<file path="config.mk">
export PLATFORM = sky130hd
export DESIGN_NAME = dither_packer
export DESIGN_NICKNAME = d
export VERILOG_FILES = /design/src/rtl/photobooth_pkg.sv /design/src/rtl/dither_packer_bit_packer.sv /design/src/rtl/dither_packer.sv
export SDC_FILE = /design/constraint.sdc
export NUM_CORES = 1
export LEC_CHECK = 0
export ABC_AREA = 1
export CAP_MARGIN = 25
export CORE_ASPECT_RATIO = 1.25
export CORE_UTILIZATION = 35
export DETAILED_ROUTE_END_ITERATION = 16
export SLEW_MARGIN = 20
export SYNTH_ARGS = -nofsm -noshare
export SYNTH_HDL_FRONTEND = slang
export SYNTH_SLANG_ARGS = --single-unit
</file>
<file path="constraint.sdc">
create_clock -name clk_in -period 1.91 [get_ports clk_in]
set_clock_uncertainty 0.1 [all_clocks]
set_input_delay 0.191 -clock clk_in [delete_from_list [all_inputs] [get_ports clk_in]]
set_output_delay 0.191 -clock clk_in [all_outputs]
set_load 0.03 [all_outputs]
</file>
<file path="src/rtl/photobooth_pkg.sv">
// photobooth_pkg: frame geometry, dither pixel type and packer states
// shared by the photobooth SEND-path blocks.
package photobooth_pkg;
  localparam int FRAME_W = 240;
  localparam int FRAME_H = 320;
  localparam int FRAME_PIXELS = FRAME_W * FRAME_H;
  localparam int BYTES_PER_ROW = FRAME_W / 8;
  localparam int BYTES_PER_FRAME = FRAME_PIXELS / 8;

  typedef logic [6:0] dpix_t;

  typedef enum logic [1:0] {
    S_IDLE,
    S_FETCH,
    S_WAIT_DATA,
    S_HOLD
  } pk_state_e;
endpackage

</file>
<file path="src/rtl/dither_packer_bit_packer.sv">
// bit_packer: MSB-first 8-bit staging shift register fed by a
// valid line that tracks reads in flight through the BRAM.
module bit_packer #(
  parameter int RD_LAT = 2
) (
  input  logic       clk_i,
  input  logic       rst_i,
  input  logic       issue_i,
  input  logic       bit_i,
  input  logic       take_i,
  output logic       land_o,
  output logic       full_o,
  output logic [7:0] byte_o,
  output logic [7:0] next_o
);
  logic [RD_LAT-1:0] vld_q;
  logic [7:0]        sr_q;
  logic [3:0]        cnt_q;
  logic              bit_vld;

  assign bit_vld = vld_q[RD_LAT-1];
  assign next_o  = {sr_q[6:0], bit_i};
  assign byte_o  = sr_q;
  assign full_o  = cnt_q[3];
  assign land_o  = bit_vld && (cnt_q == 4'd7);

  always_ff @(posedge clk_i) begin
    if (rst_i) begin
      vld_q <= '0;
      sr_q  <= '0;
      cnt_q <= '0;
    end else begin
      vld_q[0] <= issue_i;
      for (int i = 1; i < RD_LAT; i++)
        vld_q[i] <= vld_q[i-1];
      // a take coincides with the 8th bit; the top loads next_o
      if (take_i)
        cnt_q <= '0;
      else if (bit_vld) begin
        sr_q  <= next_o;
        cnt_q <= cnt_q + 4'd1;
      end
    end
  end
endmodule

</file>
<file path="src/rtl/dither_packer.sv">
// dither_packer: reads the dithered frame in raster order,
// thresholds to 1 bpp and streams packed bytes over valid/ready.
module dither_packer
  import photobooth_pkg::*;
#(
  parameter int H_PIXELS = FRAME_W,
  parameter int V_PIXELS = FRAME_H,
  parameter int ADDR_W   = 17,
  parameter int PIX_W    = 7,
  parameter int RD_LAT   = 2
) (
  input  logic              clk_in,
  input  logic              rst_in,
  input  logic              start_in,
  input  logic [PIX_W-1:0]  threshold_in,
  input  logic              invert_in,
  output logic [ADDR_W-1:0] mem_addr_out,
  input  logic [PIX_W-1:0]  mem_data_in,
  output logic [7:0]        byte_out,
  output logic              byte_valid_out,
  input  logic              byte_ready_in,
  output logic              row_last_out,
  output logic              frame_last_out,
  output logic              busy_out,
  output logic              done_out
);
  localparam int BPR = H_PIXELS / 8;
  localparam int BPF = (H_PIXELS * V_PIXELS) / 8;
  localparam int BW  = (BPF > 1) ? $clog2(BPF) : 1;
  localparam int CW  = (BPR > 1) ? $clog2(BPR) : 1;
  localparam logic [BW-1:0] BPF_M1 = BW'(BPF - 1);
  localparam logic [CW-1:0] BPR_M1 = CW'(BPR - 1);

  pk_state_e         state_q, state_d;
  logic [ADDR_W-1:0] addr_q;
  logic [2:0]        fcnt_q;
  logic [BW-1:0]     bidx_q;
  logic [CW-1:0]     col_q;
  logic [PIX_W-1:0]  thr_q;
  logic              inv_q;
  logic              ovld_q, orow_q, oframe_q, done_q;
  logic [7:0]        obyte_q;

  logic start_ok, issue, load, take;
  logic out_free, fin, more, dot;
  logic pk_land, pk_full;
  logic [7:0] pk_byte, pk_next, ld_byte;

  assign dot      = (mem_data_in < thr_q) ^ inv_q;
  assign out_free = !ovld_q || byte_ready_in;
  assign fin      = ovld_q && byte_ready_in && oframe_q;
  assign more     = (bidx_q != BPF_M1);
  assign ld_byte  = (state_q == S_WAIT_DATA) ? pk_next : pk_byte;

  bit_packer #(.RD_LAT(RD_LAT)) u_pack (
    .clk_i  (clk_in),
    .rst_i  (rst_in),
    .issue_i(issue),
    .bit_i  (dot),
    .take_i (take),
    .land_o (pk_land),
    .full_o (pk_full),
    .byte_o (pk_byte),
    .next_o (pk_next)
  );

  always_comb begin
    state_d  = state_q;
    start_ok = 1'b0;
    issue    = 1'b0;
    load     = 1'b0;
    take     = 1'b0;
    unique case (state_q)
      S_IDLE: begin
        // start in the done cycle is dropped
        if (start_in && !done_q) begin
          start_ok = 1'b1;
          state_d  = S_FETCH;
        end
      end
      S_FETCH: begin
        issue = 1'b1;
        if (fcnt_q == 3'd7)
          state_d = S_WAIT_DATA;
      end
      S_WAIT_DATA: begin
        if (pk_land) begin
          if (out_free) begin
            load    = 1'b1;
            take    = 1'b1;
            state_d = more ? S_FETCH : S_HOLD;
          end else
            state_d = S_HOLD;
        end
      end
      S_HOLD: begin
        if (pk_full && out_free) begin
          load    = 1'b1;
          take    = 1'b1;
          state_d = more ? S_FETCH : S_HOLD;
        end
      end
    endcase
    if (fin)
      state_d = S_IDLE;
  end

  always_ff @(posedge clk_in) begin
    if (rst_in) begin
      state_q  <= S_IDLE;
      addr_q   <= '0;
      fcnt_q   <= '0;
      bidx_q   <= '0;
      col_q    <= '0;
      thr_q    <= '0;
      inv_q    <= 1'b0;
      ovld_q   <= 1'b0;
      obyte_q  <= '0;
      orow_q   <= 1'b0;
      oframe_q <= 1'b0;
      done_q   <= 1'b0;
    end else begin
      state_q <= state_d;
      done_q  <= fin;
      if (start_ok) begin
        thr_q  <= threshold_in;
        inv_q  <= invert_in;
        addr_q <= '0;
        fcnt_q <= '0;
        bidx_q <= '0;
        col_q  <= '0;
      end
      if (issue) begin
        addr_q <= addr_q + 1'b1;
        fcnt_q <= fcnt_q + 3'd1;
      end
      if (load) begin
        obyte_q  <= ld_byte;
        orow_q   <= (col_q == BPR_M1);
        oframe_q <= (bidx_q == BPF_M1);
        bidx_q   <= bidx_q + 1'b1;
        col_q    <= (col_q == BPR_M1) ? '0 : col_q + 1'b1;
        ovld_q   <= 1'b1;
      end else if (ovld_q && byte_ready_in)
        ovld_q <= 1'b0;
    end
  end

  assign mem_addr_out   = addr_q;
  assign byte_out       = obyte_q;
  assign byte_valid_out = ovld_q;
  assign row_last_out   = orow_q;
  assign frame_last_out = oframe_q;
  assign busy_out       = (state_q != S_IDLE);
  assign done_out       = done_q;
endmodule

</file>
---- Word level (Yosys, flattened, before mapping) ----
Index checks and enable logic that the tools add are counted.
word-level totals
  output and inout bits ................... 30
  latch bits .............................. 0
  bits in read-only memories .............. 0
  logic and storage cells ................. 78
  RAM bits ................................ 0
  memories ................................ 0
  register bits after elaboration ......... 75
cells by class
  reductions and logical operators ........ 17
  divide/modulo/power cells ............... 0
  multiply operators ...................... 0
  shift operators ......................... 0
  magnitude comparators ................... 1
  bitwise gates (word level) .............. 2
  add/subtract/negate cells ............... 5
  multiplexer cells ....................... 26
  equality and inequality tests ........... 12
operators by type and width
  cell                   number
  $mux 17                2
  $mux 14                2
  $add 17x1->17 const B  1
  $mux 5                 3
  $add 14x1->14 const B  1
  $eq 14x14->1 const B   1
  $ne 14x14->1 const B   1
  $mux 2                 6
  $mux 1                 8
  $mux 8                 1
  $ne 2x2->1 const B     4
  $pmux 2 s4             1
  $reduce_bool 2->1      4
  $lt 7x7->1             1
  $mux 3                 2
  $add 5x1->5 const B    1
  $eq 5x5->1 const B     1
  $logic_and 1x1->1      5
  $add 4x1->4 const B    1
  $eq 2x2->1 const B     2
  $eq 4x3->1 const B     1
  $reduce_and 4->1       1
  $reduce_or 2->1        2
  $add 3x1->3 const B    1
  9 further kinds        10

---- Longest topological paths before layout ----
Gate-level depths: netlist of run 1.
  depth in word-level cells ............... 7
  depth in mapped cells ................... 13

---- Hierarchy ----
A second synthesis of run 1 with hierarchy kept.
unflattened totals
  cell total of the unflattened synthesis .. 573
  area, all modules ....................... 3,908.7 sq um
by module, submodules not included
  module         area each (sq um)  seq. area each (sq um)  cells each  times used
  dither_packer  3,293.2            1,221.2                 498         1
  bit_packer     615.6              280.3                   75          1

---- Least setup slack after synthesis of run 1 ----
OpenSTA, ideal clock, no wires.
  kind .................................... reg2reg
  start ................................... register addr_q[0] (netlist: mem_addr_out[0])
  end ..................................... register addr_q[14] (netlist: mem_addr_out[14])
  arrival time ............................ 1,540 ps
  setup slack ............................. 206 ps
  stages on the path, launching flop included .. 8
  clock period less this slack ............ 1,704 ps
  path buffers ............................ 0
  cells stage by stage .................... dfxtp_1 > ha_1 > nand4_1 > nor2_4 > nand4_1 > o21ai_0 > nand2_1 > nor2_1
on the way
  cells in the longest elaborated chain, start to end .. 2
ends and longest elaborated chain
  item                    RTL line              RTL
  start, declared         dither_packer.sv:35   logic [ADDR_W-1:0] addr_q;
  start signal, assigned  dither_packer.sv:134  addr_q <= addr_q + 1'b1;
  $add 17x1->17           dither_packer.sv:134
  $mux 17                 dither_packer.sv:133  if (issue) begin
No other way between the ends.
A chain may end at the register's enable or synchronous reset.

---- Final worst setup path of run 1 ----
  start ................................... register addr_q[10] (netlist: mem_addr_out[10])
  end ..................................... output port mem_addr_out[10]
RTL lines
  item           RTL line             RTL
  end, declared  dither_packer.sv:17  output logic [ADDR_W-1:0] mem_addr_out,
No word-level cell between the ends.

==> results of run 1 <==
-- layout make-up --
class / count / area [um^2]
clock buffers: 13 / 270.3
clock inverters: 2 / 10.01
fillers: 1011 / 5572
inverters: 64 / 240.2
multi-input cells: 377 / 1859
flip-flops and latches: 75 / 1501
well taps: 129 / 161.4
repair buffers: 60 / 594.3
-- final timing paths --
path / to / cells past startpoint / slack, ns / startpoint
hold / removal: u_pack.vld_q[1] / 2 / 0.30 / u_pack.vld_q[0]
setup / recovery: mem_addr_out[10] / 1 / 0.15 / mem_addr_out[10]
setup reg to reg: u_pack.cnt_q[2] / 8 / 0.30 / u_pack.cnt_q[0]
hold reg to reg: u_pack.vld_q[1] / 2 / 0.30 / u_pack.vld_q[0]
-- per-layer routing --
layer / track usage / routed length, um
met4: 0.06667 / 125
met2: 0.2816 / 4110
met3: 0.03747 / 234
met5: 0 / 0
met1: 0.2027 / 3922
-- per-stage QoR --
stage | cells | utilization
3_3_place_gp | 705 | 0.4266
5_1_grt | 720 | 0.4542
3_5_place_dp | 705 | 0.4266
2_1_floorplan | 535 | -
4_1_cts | 720 | 0.4542
6_report | 720 | 0.4542
-- cell families (layout without fill, tap and decap cells) --
family / Yosys count / after routing / synth area share
simple gates: 250 / 250 / 0.2895
buf+inv: 83 / 139 / 0.09660
fa+ha+maj: 13 / 13 / 0.04376
flops: 75 / 75 / 0.4039
xor+xnor: 3 / 3 / 0.007070
compound gates: 111 / 111 / 0.1592
-- power groups by stage --
stage | combinational (uW) | clock (uW) | sequential [uW]
detailed placement | 498 | 0 | 1700
CTS | 497 | 1620 | 1670
floorplan | 325 | 0 | 1700
global route | 557 | 1710 | 1670
global placement | 493 | 0 | 1700
finish | 491 | 1590 | 1670
-- registers in the layout, summed over array words and instances, names as in the netlist --
| name | count |
|---|---|
| byte_out | 8 |
| u_pack.vld_q | 2 |
| mem_addr_out | 17 |
| done_out | 1 |
| u_pack.byte_o | 8 |
| frame_last_out | 1 |
| thr_q | 7 |
| inv_q | 1 |
| u_pack.cnt_q | 4 |
| col_q | 5 |
| fcnt_q | 3 |
| bidx_q | 14 |
| state_q | 2 |
| row_last_out | 1 |
| byte_valid_out | 1 |
-- cell usage after synthesis --
cell	number	area share
o211a_1	1	0.0027
nand2_1	121	0.12
a21boi_1	1	0.0020
dfxtp_1	75	0.40
o22ai_1	1	0.0017
nand2_4	2	0.0061
buf_2	5	0.0067
inv_1	61	0.062
or2_2	2	0.0034
o21a_1	1	0.0020
o21ai_1	6	0.0081
a21oi_1	46	0.062
nand3_1	27	0.036
nand3b_1	1	0.0020
nand3_2	2	0.0054
ha_1	13	0.044
a32o_1	3	0.0081
buf_1	2	0.0020
nor2_1	74	0.075
a22oi_1	3	0.0061
nand2_2	2	0.0034
nor3b_1	2	0.0040
or2_0	1	0.0017
inv_2	3	0.0030
nand4_1	10	0.017
nor2_2	1	0.0017
nor3_1	2	0.0027
buf_6	5	0.015
nor2_4	3	0.0091
buf_4	1	0.0020
o21ai_0	48	0.065
xor2_1	3	0.0071
clkbuf_1	6	0.0061
a211oi_1	1	0.0020
-- what timing repair did --
item | CTS | global route
endpoints found under the hold margin | 0 | 0
gates resized for setup | 2 | 0
setup endpoints to repair | 1 | 0
==> summary.md, run 1 <==
| Metric | Value |
|---|---|
| Netlist cell types | 34 |
| Total Nets Final | 619 |
| CP delay by family, top | buffers and inverters |
| Max cap viols | 0 |
| Final Routed Wirelength | 8.392 mm |
| P_leak | 0.001889 uW |
| Worst Path Max Fanout | 6 |
| Final Max Tran Viols | 0 |
| Net Sw Frac | 0.2574 |
| Power Total | 3747 uW |
| Final hold slack | 0.3049 ns |
| Setup WS post-layout | 0.1480 ns |
| Gr ovfl total | 0 |
| Detailed-router iteration count before antenna repair | 5 |
| Die span in y | 117.2 um |
| Worst slew margin | 0.7755 |
| Combinational Power Share | 0.131 |
| Detailed Place HPWL | 6.076 mm |
| Most common cell after layout, fill and taps aside | nand2_1 |
| Pin count of the biggest net entering global routing | 29 |
| I/O pin count | 49 |
| Initial core utilization | 0.3641 |
| Critical path startpoint category | flip-flop |
| Clock Sinks | 75 |
| Critical Path End Type | primary output |
| Initial antenna violation count | 0 |
| WL/cell | 11.66 um |
| CTS Root Cell | clkbuf_16 |
| CTS Buffer Depth | 2 |
| Peak supply drop | 0.5733 mV |
| H-tree Lvls | 3 |
| Syn avg cell area | 6.948 um^2 |
| Post-CTS setup buffer count | 0 |
| CP cell instances | clkdlybuf4s50_1 |
| Clock Power Share | 0.424 |
| Pre-CTS setup slack | 0.06278 ns |
| Slowest stage delay, CP | 0.71 ns |
| Hold Fails Final Rpt | 0 |
| Via Count | 3449 |
| P per Cell Area | 808.1 nW/um^2 |
| Slowest stage cell, crit path | clkdlybuf4s50_1 |
| Unrepaired setup endpoints after global routing | no |
| Port Buffers | 48 |
| Row count | 41 |
| Die area | 11040 um^2 |
| Post-route cell area | 4637 um^2 |
| CP required | 1.62 ns |
| Worst Path Buf+Inv | 1 |
| Sequential fraction of design power | 0.445 |
| Reg clk slew, reported paths | 0.05 ns |
| Kind of critical path | flip-flop to primary output |
| Yosys reg bits | 75 |
| Cells after synthesis | 535 |
| Setup Total Neg Slack | 0 ns |
| Final Cycle Share | 0.9225 |
| Ys Warns | 0 |
| Ant. Diodes | 0 |
| Total CTS buffers | 9 |
| Post-Syn Nets | 567 |
| Skew-Pair Late Insertion Delay | 0.33 ns |
| Hold crit path type | flip-flop to flip-flop |
| Int Pwr | 2782 uW |
| P&R area growth vs syn | 24.74% |
| Total Routing Usage GR | 0.1660 |
| Most frequent cells in the layout | 121 x nand2_1, 75 x dfxtp_1, 73 x nor2_1, 61 x inv_1, 48 x o21ai_0 |
| Critical Path AT | 1.47 ns |
| Post-synthesis sequential area ratio | 0.4039 |
| Remaining DRCs | 0 |
| Layout cells sized above 1 | 0.07107 |
| Hold buffer count at cts | 0 |
| Tmin final | 1.762 ns |
| Synth Cell Area | 3717 um^2 |
| Vias per inst | 4.790 |
| Final ANT Viol Nets | 0 |
| Placement Cell Area | 4355 um^2 |
| Core Box Area | 10210 um^2 |
| Worst-Margin Slew | 0.3356 ns |
| First-pass GRT wire length | 14.32 mm |
| FMAX | 0.5675 GHz |
| Vias in the first global route | 3183 |
| Initial DRC count | 207 |
| CTS tree | yes |
| Status | complete, no violations |
| Gp weighted congestion | 0.7997 |
| Final setup viols | 0 |
| Net Sw Power | 964.7 uW |
| Die W | 94.18 um |
(Power assumes the default switching activity.)
==> inputs of run 2 (changes only) <==
Settings changed: CAP_MARGIN 25 to 20.
==> results of run 2 <==
No change in the layout: final DEF, timing and power equal those of run 1.
